===== src/rtl/seq_divider.sv =====
// Sequential restoring divider: 2*BW-bit dividend / BW-bit divisor, one quotient bit per clock.
// Optional overflow detection is enabled by defining SEQ_DIV_OVF_EN.
module seq_divider #(
   parameter int unsigned BW = 4
) (
   input  logic            CLK,
   input  logic            RESETn,
   input  logic            start,
   input  logic [2*BW-1:0] dividend,
   input  logic [BW-1:0]   divisor,
   output logic [BW-1:0]   quotient,
   output logic [BW-1:0]   remainder,
   output logic            busy,
   output logic            done,
   output logic            div_by_zero,
   output logic            overflow
);

   localparam int unsigned CntW = (2 * BW > 1) ? $clog2(2 * BW) : 1;
   localparam logic [CntW-1:0] CntLast = CntW'(2 * BW - 1);

   typedef enum logic [1:0] {StIdle, StCalc, StDone} state_e;

   state_e          state_q, state_d;
   logic [2*BW-1:0] shreg_q, shreg_d;
   logic [BW-1:0]   dvsr_q, dvsr_d;
   logic [BW-1:0]   prem_q, prem_d;
   logic [CntW-1:0] cnt_q, cnt_d;
   logic [BW-1:0]   quot_q, quot_d;
   logic [BW-1:0]   rem_q, rem_d;
   logic            dbz_q, dbz_d;
   logic            ovf_sel;

   logic [BW:0]     trial;
   logic [BW-1:0]   sub;
   logic            fits;
   logic [BW-1:0]   step_rem;

   // Partial remainder stays below the divisor, so the BW-bit modular difference is exact.
   always_comb begin
      trial    = {prem_q, shreg_q[2*BW-1]};
      fits     = trial >= {1'b0, dvsr_q};
      sub      = trial[BW-1:0] - dvsr_q;
      step_rem = fits ? sub : trial[BW-1:0];
   end

   always_comb begin
      state_d = state_q;
      shreg_d = shreg_q;
      dvsr_d  = dvsr_q;
      prem_d  = prem_q;
      cnt_d   = cnt_q;
      quot_d  = quot_q;
      rem_d   = rem_q;
      dbz_d   = dbz_q;
      unique case (state_q)
         StIdle: begin
            if (start) begin
               dbz_d = 1'b0;
               if (divisor == '0) begin
                  state_d = StDone;
                  dbz_d   = 1'b1;
                  quot_d  = '1;
                  rem_d   = dividend[BW-1:0];
               end else begin
                  state_d = StCalc;
                  shreg_d = dividend;
                  dvsr_d  = divisor;
                  prem_d  = '0;
                  cnt_d   = '0;
               end
            end
         end
         StCalc: begin
            // Dividend bits shift out the top while quotient bits shift in at the bottom.
            shreg_d = {shreg_q[2*BW-2:0], fits};
            prem_d  = step_rem;
            cnt_d   = cnt_q + CntW'(1);
            if (cnt_q == CntLast) begin
               state_d = StDone;
               quot_d  = ovf_sel ? '1 : {shreg_q[BW-2:0], fits};
               rem_d   = step_rem;
            end
         end
         StDone:  state_d = StIdle;
         default: state_d = StIdle;
      endcase
   end

   always_ff @(posedge CLK or negedge RESETn) begin
      if (!RESETn) begin
         state_q <= StIdle;
         shreg_q <= '0;
         dvsr_q  <= '0;
         prem_q  <= '0;
         cnt_q   <= '0;
         quot_q  <= '0;
         rem_q   <= '0;
         dbz_q   <= 1'b0;
      end else begin
         state_q <= state_d;
         shreg_q <= shreg_d;
         dvsr_q  <= dvsr_d;
         prem_q  <= prem_d;
         cnt_q   <= cnt_d;
         quot_q  <= quot_d;
         rem_q   <= rem_d;
         dbz_q   <= dbz_d;
      end
   end

`ifdef SEQ_DIV_OVF_EN
   logic ovf_pend_q, ovf_q;

   // Overflow is decided from the operands at start and reported together with done.
   always_ff @(posedge CLK or negedge RESETn) begin
      if (!RESETn) begin
         ovf_pend_q <= 1'b0;
         ovf_q      <= 1'b0;
      end else if (state_q == StIdle && start) begin
         ovf_pend_q <= (divisor != '0) && (dividend[2*BW-1:BW] >= divisor);
         ovf_q      <= 1'b0;
      end else if (state_q == StCalc && cnt_q == CntLast) begin
         ovf_q <= ovf_pend_q;
      end
   end

   assign ovf_sel  = ovf_pend_q;
   assign overflow = ovf_q;
`else
   assign ovf_sel  = 1'b0;
   assign overflow = 1'b0;
`endif

   assign quotient    = quot_q;
   assign remainder   = rem_q;
   assign div_by_zero = dbz_q;
   assign busy        = (state_q != StIdle);
   assign done        = (state_q == StDone);

endmodule


===== config.mk =====
export PLATFORM = sky130hd
export DESIGN_NAME = seq_divider
export DESIGN_NICKNAME = d
export VERILOG_FILES = /design/src/rtl/seq_divider.sv
export SDC_FILE = /design/constraint.sdc
export NUM_CORES = 1
export LEC_CHECK = 0
export ABC_AREA = 1
export BUFFER_PORTS_ARGS = -buffer_cell sky130_fd_sc_hd__buf_2
export CAP_MARGIN = 20
export CORE_MARGIN = 4
export CORE_UTILIZATION = 49
export DETAILED_ROUTE_END_ITERATION = 6
export GPL_TIMING_DRIVEN = 1
export PLACE_DENSITY_LB_ADDON = 0.12
export SKIP_CTS_REPAIR_TIMING = 1
export SYNTH_ARGS = -nofsm -noshare
export SYNTH_HDL_FRONTEND = slang
export SYNTH_SLANG_ARGS = --single-unit

===== constraint.sdc =====
create_clock -name CLK -period 1.75 [get_ports CLK]
set_clock_uncertainty 0.05 [all_clocks]
set_input_delay 0.35 -clock CLK [delete_from_list [all_inputs] [get_ports CLK]]
set_output_delay 0.35 -clock CLK [all_outputs]
set_load 0.01 [all_outputs]

==> results.toml, run 1 <==
[run_status]
status = "finished with violations"
violations = "hold timing"

[sta]
setup_viol = 0
fin_crit_ns = 1.65
fmax_ghz = 0.605
drv_slew = 0
post-route-period-util_pct = 94.4
slew_headroom_pct = 55.0
tightestPinTransition_ns = 0.675
setup_ws_ns = 0.0972
hold_viol = 24
rsz0062_at_grt = "no"
hold_ws_ns = -0.0105

[die]
initial_core_util_pct = 50.7
core_area_um2 = 3030
die_w_um = 64.0
rows = 20
die_y_um = 64.0
die-area_um2 = 4100
ioPinCount = 27

[power]
netSwitchingFraction_pct = 41.4
leakagePower_uw = 0.000973
p_int_uw = 2320
clock_power_share_pct = 18.4
power_frac_comb_pct = 51.5
pwr-share-seq_pct = 30.2
pwr_density_cell_nw_per_um2 = 2110
peakVddDrop_uv = 941
power_switching_uw = 1640

[global_route]
track_usage_pct = 18.3
grt_max_degree = 31
grt_overflow_total = 0
grt_pass1_wl_um = 5690
grt_pass1_vias = 1287
antenna_found_initial = 0

[yosys]
yosys.area_share.adder_pct = 6.19
post_synth_xor_area_fraction_pct = 0.570
syn-num-nets = 203
syn_area_per_cell_um2 = 8.49
synth_compound_area_share_pct = 12.3
synthMuxAreaShare_pct = 0
synth_top_family_by_area = "simple AND/OR/NAND/NOR gates"
synth.distinct_cells = 27
seq_area_frac_synth_pct = 48.9
yosys.area_share.simple_pct = 23.3
synth_warnings = 0
ys_ff_latch = 30
netlist_area_um2 = 1540
syn_inst = 181

[cells_and_area]
syn2layout_area_growth_pct = 22.1
final_cells = 260
regArea_um2 = 752
fillerInstances = 273
fin_area_um2 = 1880
layout_common_cells = "nand2_1, dfrtp_1, buf_2"
n_antenna_cell = 0
final_common_cell = "nand2_1"
multi_input_area_um2 = 676
layout.nets = 237
post_route_cells_drive_above_1_share_pct = 27.3

[critical_path]
crit_chain = "inv_2 -> ha_2 -> inv_1 -> fa_1 -> xor2_1 -> nand3_1 -> nand3_1 -> nand2_1 -> inv_1"
critPathSlowestCell = "dfrtp_1"
cp_slowest_stage_delay_ns = 0.40
critPathMaxFanout = 2
startpoint_type = "register"
cp.arrival_ns = 1.85
critPathRequiredTime_ns = 1.95
path_class = "register to register"
endpoint_kind = "register"

[clocking]
cts_max_level = 2
cts_tree = "built"
cts_made_buffers = 5
clockRootBuffer = "clkbuf_4"
cts.sinks = 30
clk_path_buf_depth = 2
clkSlewWorstSetupHoldPaths_ns = 0.10
clk_latency_ns = 0.34

[placement]
placed_cell_area_um2 = 1720
dp_cells = 249
numPortBuffers = 25
dp_hpwl_um = 2450
place_congestion = 0.867
place_ws_ns = -0.0356

[flow_run]
maxCapViolCount = 0

[routing]
drt-pass1-iter-count = 4
drt_iter0_drc = 86
routed_wl_um = 3340
ant_nets = 0
vias_per_cell = 5.08
num_vias = 1320
drc = 0
wl_per_cell_um = 12.8

[worst_hold_path]
min_path_type = "input port to async pin"
==> final cells by class <==
class | count | share of cell area, %
flip-flops and latches | 30 | 40.1
multi-input cells | 120 | 36.0
repair buffers | 33 | 9.87
inverters | 25 | 5.14
clock inverters | 2 | 3.20
well taps | 44 | 2.94
clock buffers | 6 | 2.74
==> worst paths after layout <==
| check | start | to | slack, ns | cells after the start |
|---|---|---|---|---|
| max in group asynchronous | RESETn | prem_q[1] | 1.19 | 1 |
| min in group CLK | divisor[0] | dvsr_q[0] | 0.18 | 3 |
| max | shreg_q[7] | remainder[2] | 0.1 | 9 |
| max reg2reg | shreg_q[7] | remainder[2] | 0.1 | 9 |
| min reg2reg | div_by_zero | div_by_zero | 0.45 | 2 |
| min | RESETn | shreg_q[4] | -0.01 | 1 |
==> registers in the layout, indices dropped and copies added (netlist names) <==
| name | count |
|---|---|
| dvsr_q | 4 |
| state_q | 2 |
| cnt_q | 3 |
| shreg_q | 8 |
| prem_q | 4 |
| quotient | 4 |
| remainder | 4 |
| div_by_zero | 1 |
==> synth_stat cells <==
library cell,number,area share [%]
nand2_4,2,1.5
nand3_1,16,5.2
inv_1,22,5.4
buf_4,1,0.49
fa_1,1,1.3
ha_1,6,4.9
buf_2,1,0.33
o211ai_1,4,2.0
clkbuf_1,3,0.73
xor2_1,1,0.57
buf_6,1,0.73
o21ai_0,18,5.9
nand2_2,3,1.2
nand2_1,41,10
a31oi_1,3,1.2
inv_4,1,0.41
dfrtp_1,30,49
a22o_1,2,1.1
nand4_1,4,1.6
or2_1,2,0.81
a21oi_1,5,1.6
or2_2,2,0.81
nor2_2,1,0.41
nor2_1,7,1.7
conb_1,1,0.24
a22oi_1,1,0.49
inv_2,2,0.49
==> critical path: cells and delay by family, from the launching register on <==
kind,cells,cell delay (ns)
and+or+nand+nor,3,0.25
buffers and inverters,3,0.15
xor gates and xnor gates,1,0.17
adders and majority gates,2,0.54
DFF,1,0.40
==> layer usage <==
metal | vias to the layer above | wire (um) | part of all wire [%] | track usage, %
met1 | 615 | 1470 | 44 | 21.9
met3 | 8 | 218 | 6.5 | 6.15
met5 | - | 0 | 0 | 0
met2 | 41 | 1570 | 47 | 29.7
met4 | 0 | 73 | 2.2 | 7.82
li1 | 656 | - | - | -
==> through the flow <==
step / TNS [ns] / util, % / hold slack [ns] / power (uW)
after detailed placement: -0.110 / 56.8 / 0.372 / 3110
after CTS: -0.242 / 60.5 / -0.00671 / 3860
final: 0 / 61.9 / -0.0105 / 3960
after floorplan: 0 / - / 0.00441 / 2540
after global routing: 0 / 61.9 / 0.0110 / 4330
after global placement: 0 / 56.8 / 0.362 / 3050
==> logic make-up (layout without fill, tap and decap cells) <==
logic type,Yosys count,after routing
compound gates,33,33
xor+xnor,1,1
fa+ha+maj,7,7
buf+inv,31,66
flops,30,30
other cells,1,1
simple gates,78,78
==> power by group through the flow <==
stage	combinational [uW]	sequential, uW	clock, uW
global placement	1860	1190	0
floorplan	1340	1200	0
detailed placement	1910	1200	0
finish	2040	1190	727
global route	2320	1230	780
CTS	1930	1190	743
Power figures use the tool's default switching activity.
==> run 2: changes to the inputs <==
--- a/config.mk
+++ b/config.mk
@@ -5,15 +5,15 @@
 export SDC_FILE = /design/constraint.sdc
 export NUM_CORES = 1
 export LEC_CHECK = 0
-export ABC_AREA = 1
 export BUFFER_PORTS_ARGS = -buffer_cell sky130_fd_sc_hd__buf_2
 export CAP_MARGIN = 20
 export CORE_MARGIN = 4
-export CORE_UTILIZATION = 49
+export CORE_UTILIZATION = 50
 export DETAILED_ROUTE_END_ITERATION = 6
 export GPL_TIMING_DRIVEN = 1
 export PLACE_DENSITY_LB_ADDON = 0.12
 export SKIP_CTS_REPAIR_TIMING = 1
+export SLEW_MARGIN = 5
 export SYNTH_ARGS = -nofsm -noshare
 export SYNTH_HDL_FRONTEND = slang
 export SYNTH_SLANG_ARGS = --single-unit
==> run 2 against run 1 <==
  * The flow still finishes with violations (hold timing)
  * Via count up 1.9%
  * Clock-buffer cell count unchanged
  * Sequential share of layout area down 3.7 points
  * Power up 13%
  * Utilization up 5.6 points
  * Global-route usage up 2.4 points
  * First-iteration DRC count down 16%
  * Critical endpoint is now remainder[0]
  * Die area up 1.7%
==> results.toml, run 2 <==
[run_status]
status = "finished with violations"
violations = "hold timing"

[critical_path]
endpoint_kind = "register"
cp_slowest_stage_delay_ns = 0.49
path_class = "register to register"
critPathMaxFanout = 4
critPathRequiredTime_ns = 1.96
cp.arrival_ns = 1.93
startpoint_type = "register"
critPathSlowestCell = "or4_4"
crit_chain = "ha_4 -> nor2b_4 -> o21a_4 -> or4_4 -> a41oi_2"

[cells_and_area]
n_antenna_cell = 0
post_route_cells_drive_above_1_share_pct = 41.9
largest_register_ffs = 8
regMostFlops = "shreg_q"
layout.nets = 225
layout_common_cells = "dfrtp_1, buf_2, nand2_1"
multi_input_area_um2 = 885
fin_area_um2 = 2060
final_common_cell = "dfrtp_1"
regArea_um2 = 751
syn2layout_area_growth_pct = 29.0
fillerInstances = 261

[yosys]
synth_warnings = 0
yosysTopAreaCell = "dfrtp_1"
synthFlopType = "dfrtp_1"
post-synth-top-count-cell = "dfrtp_1"
syn-num-nets = 183
synth_common_cells = "dfrtp_1, nand2_1, a21oi_1, nor2_1, a31oi_1"
synth.distinct_cells = 40
synth_edf_count = 0
netlist_area_um2 = 1600
seq_area_frac_synth_pct = 46.9
async_flop_share_pct = 100
ys_ff_latch = 30
synth_top_area_share_pct = 46.9
yosys-top-cells-area = "dfrtp_1, nand2_1, a21oi_1"
syn_area_per_cell_um2 = 9.93
syn_inst = 161

[sta]
hold_viol = 14
rsz0062_at_grt = "yes"
hold_ws_ns = -0.0108
fmax_ghz = 0.578
tightestPinTransition_ns = 0.663
fin_crit_ns = 1.73
drv_slew = 0
slew_headroom_pct = 55.8
setup_viol = 0
post-route-period-util_pct = 98.8

[routing]
routed_wl_um = 3900
drt_iter0_drc = 72
drt-pass1-iter-count = 4
num_vias = 1345
ant_nets = 0
wl_per_cell_um = 15.8
vias_per_cell = 5.45
drc = 0

[die]
ioPinCount = 27
core_area_um2 = 3050
die_w_um = 64.6
rows = 20
die_y_um = 64.6
initial_core_util_pct = 52.4
die-area_um2 = 4170

[clocking]
cts_max_level = 2
clockRootBuffer = "clkbuf_4"
cts.sinks = 30
clk_path_buf_depth = 2
cts_tree = "built"
cts_made_buffers = 5
clkSlewWorstSetupHoldPaths_ns = 0.10
clk_latency_ns = 0.33

[power]
power_switching_uw = 1870
pwr_density_cell_nw_per_um2 = 2170
peakVddDrop_uv = 1090
clock_power_share_pct = 12.7
power_frac_comb_pct = 58.5
leakagePower_uw = 0.000920
p_int_uw = 2600
netSwitchingFraction_pct = 41.8
total_power_uw = 4470
pwr-share-seq_pct = 28.8

[flow_run]
maxCapViolCount = 0

[placement]
placed_cell_area_um2 = 1870
dp_hpwl_um = 2920
numPortBuffers = 25
place_congestion = 0.880

[worst_hold_path]
min_path_type = "input port to async pin"

[global_route]
track_usage_pct = 20.6
grt_pass1_vias = 1372
grt_max_degree = 31
antenna_found_initial = 0
grt_pass1_wl_um = 6610
grt_overflow_total = 0
run 2: per-layer routing:
layer,up-vias,share of wire (%),GRT usage [%]
li1,653,-,-
met1,653,43,26.3
met2,34,51,33.4
met3,5,5.1,6.41
met4,0,1.4,6.60
met5,-,0,0
run 2: worst paths after layout:
path,cells after the start,start,to,slack (ns)
worst max-delay path,5,dvsr_q[0],remainder[0],0.02
worst min-delay path,1,RESETn,remainder[2],-0.01
worst max register to register,5,dvsr_q[0],remainder[0],0.02
worst min register to register,1,cnt_q[0],cnt_q[0],0.44
max in group asynchronous,1,RESETn,quotient[2],1.23
min in group CLK,3,dividend[5],shreg_q[5],0.21
run 2: metrics by stage:
stage	setup WS (ns)	TNS (ns)	util, %	hold WS, ns	instances
2_1_floorplan	0.00696	0	-	0.00441	161
3_3_place_gp	-0.0363	-0.0555	61.3	0.360	239
3_5_place_dp	-0.120	-0.501	61.3	0.372	239
4_1_cts	-0.128	-0.564	64.0	-0.00124	246
5_1_grt	-0.0332	-0.0407	67.5	0.0304	247
6_report	0.0206	0	67.5	-0.0108	247
run 2: power groups by stage:
stage,clock network (uW),registers [uW],logic [uW]
6_report,566,1290,2620
5_1_grt,612,1330,2910
4_1_cts,583,1250,2320
3_5_place_dp,0,1260,2310
3_3_place_gp,0,1240,2210
2_1_floorplan,0,1270,1490
run 2: cells by family (layout without fill, tap and decap cells):
logic type | count (synthesis) | after routing | share of synthesized area, %
AO/OA/AOI/OAI | 43 | 43 | 20.1
XOR/XNOR | 1 | 1 | 0.548
adder cells (fa/ha/maj) | 7 | 7 | 5.95
buffers and inverters | 16 | 58 | 4.77
flip-flops | 30 | 30 | 46.9
multiplexers | 5 | 5 | 3.52
other | 1 | 1 | 0.235
AND/OR/NAND/NOR | 58 | 58 | 17.9
run 2: worst max-delay path: cells and delay by family (launching register included):
| kind | cells | cell delay, ns |
|---|---|---|
| and+or+nand+nor | 2 | 0.53 |
| AOI/OAI and AO/OA | 2 | 0.33 |
| DFF | 1 | 0.44 |
| adders and majority gates | 1 | 0.30 |
run 2: final cells by class:
class / count / share of cell area, %
clock inverters: 1 / 1.46
clock buffers: 6 / 2.49
multi-input cells: 115 / 42.9
well taps: 44 / 2.67
inverters: 9 / 1.64
repair buffers: 42 / 12.4
flip-flops and latches: 30 / 36.4
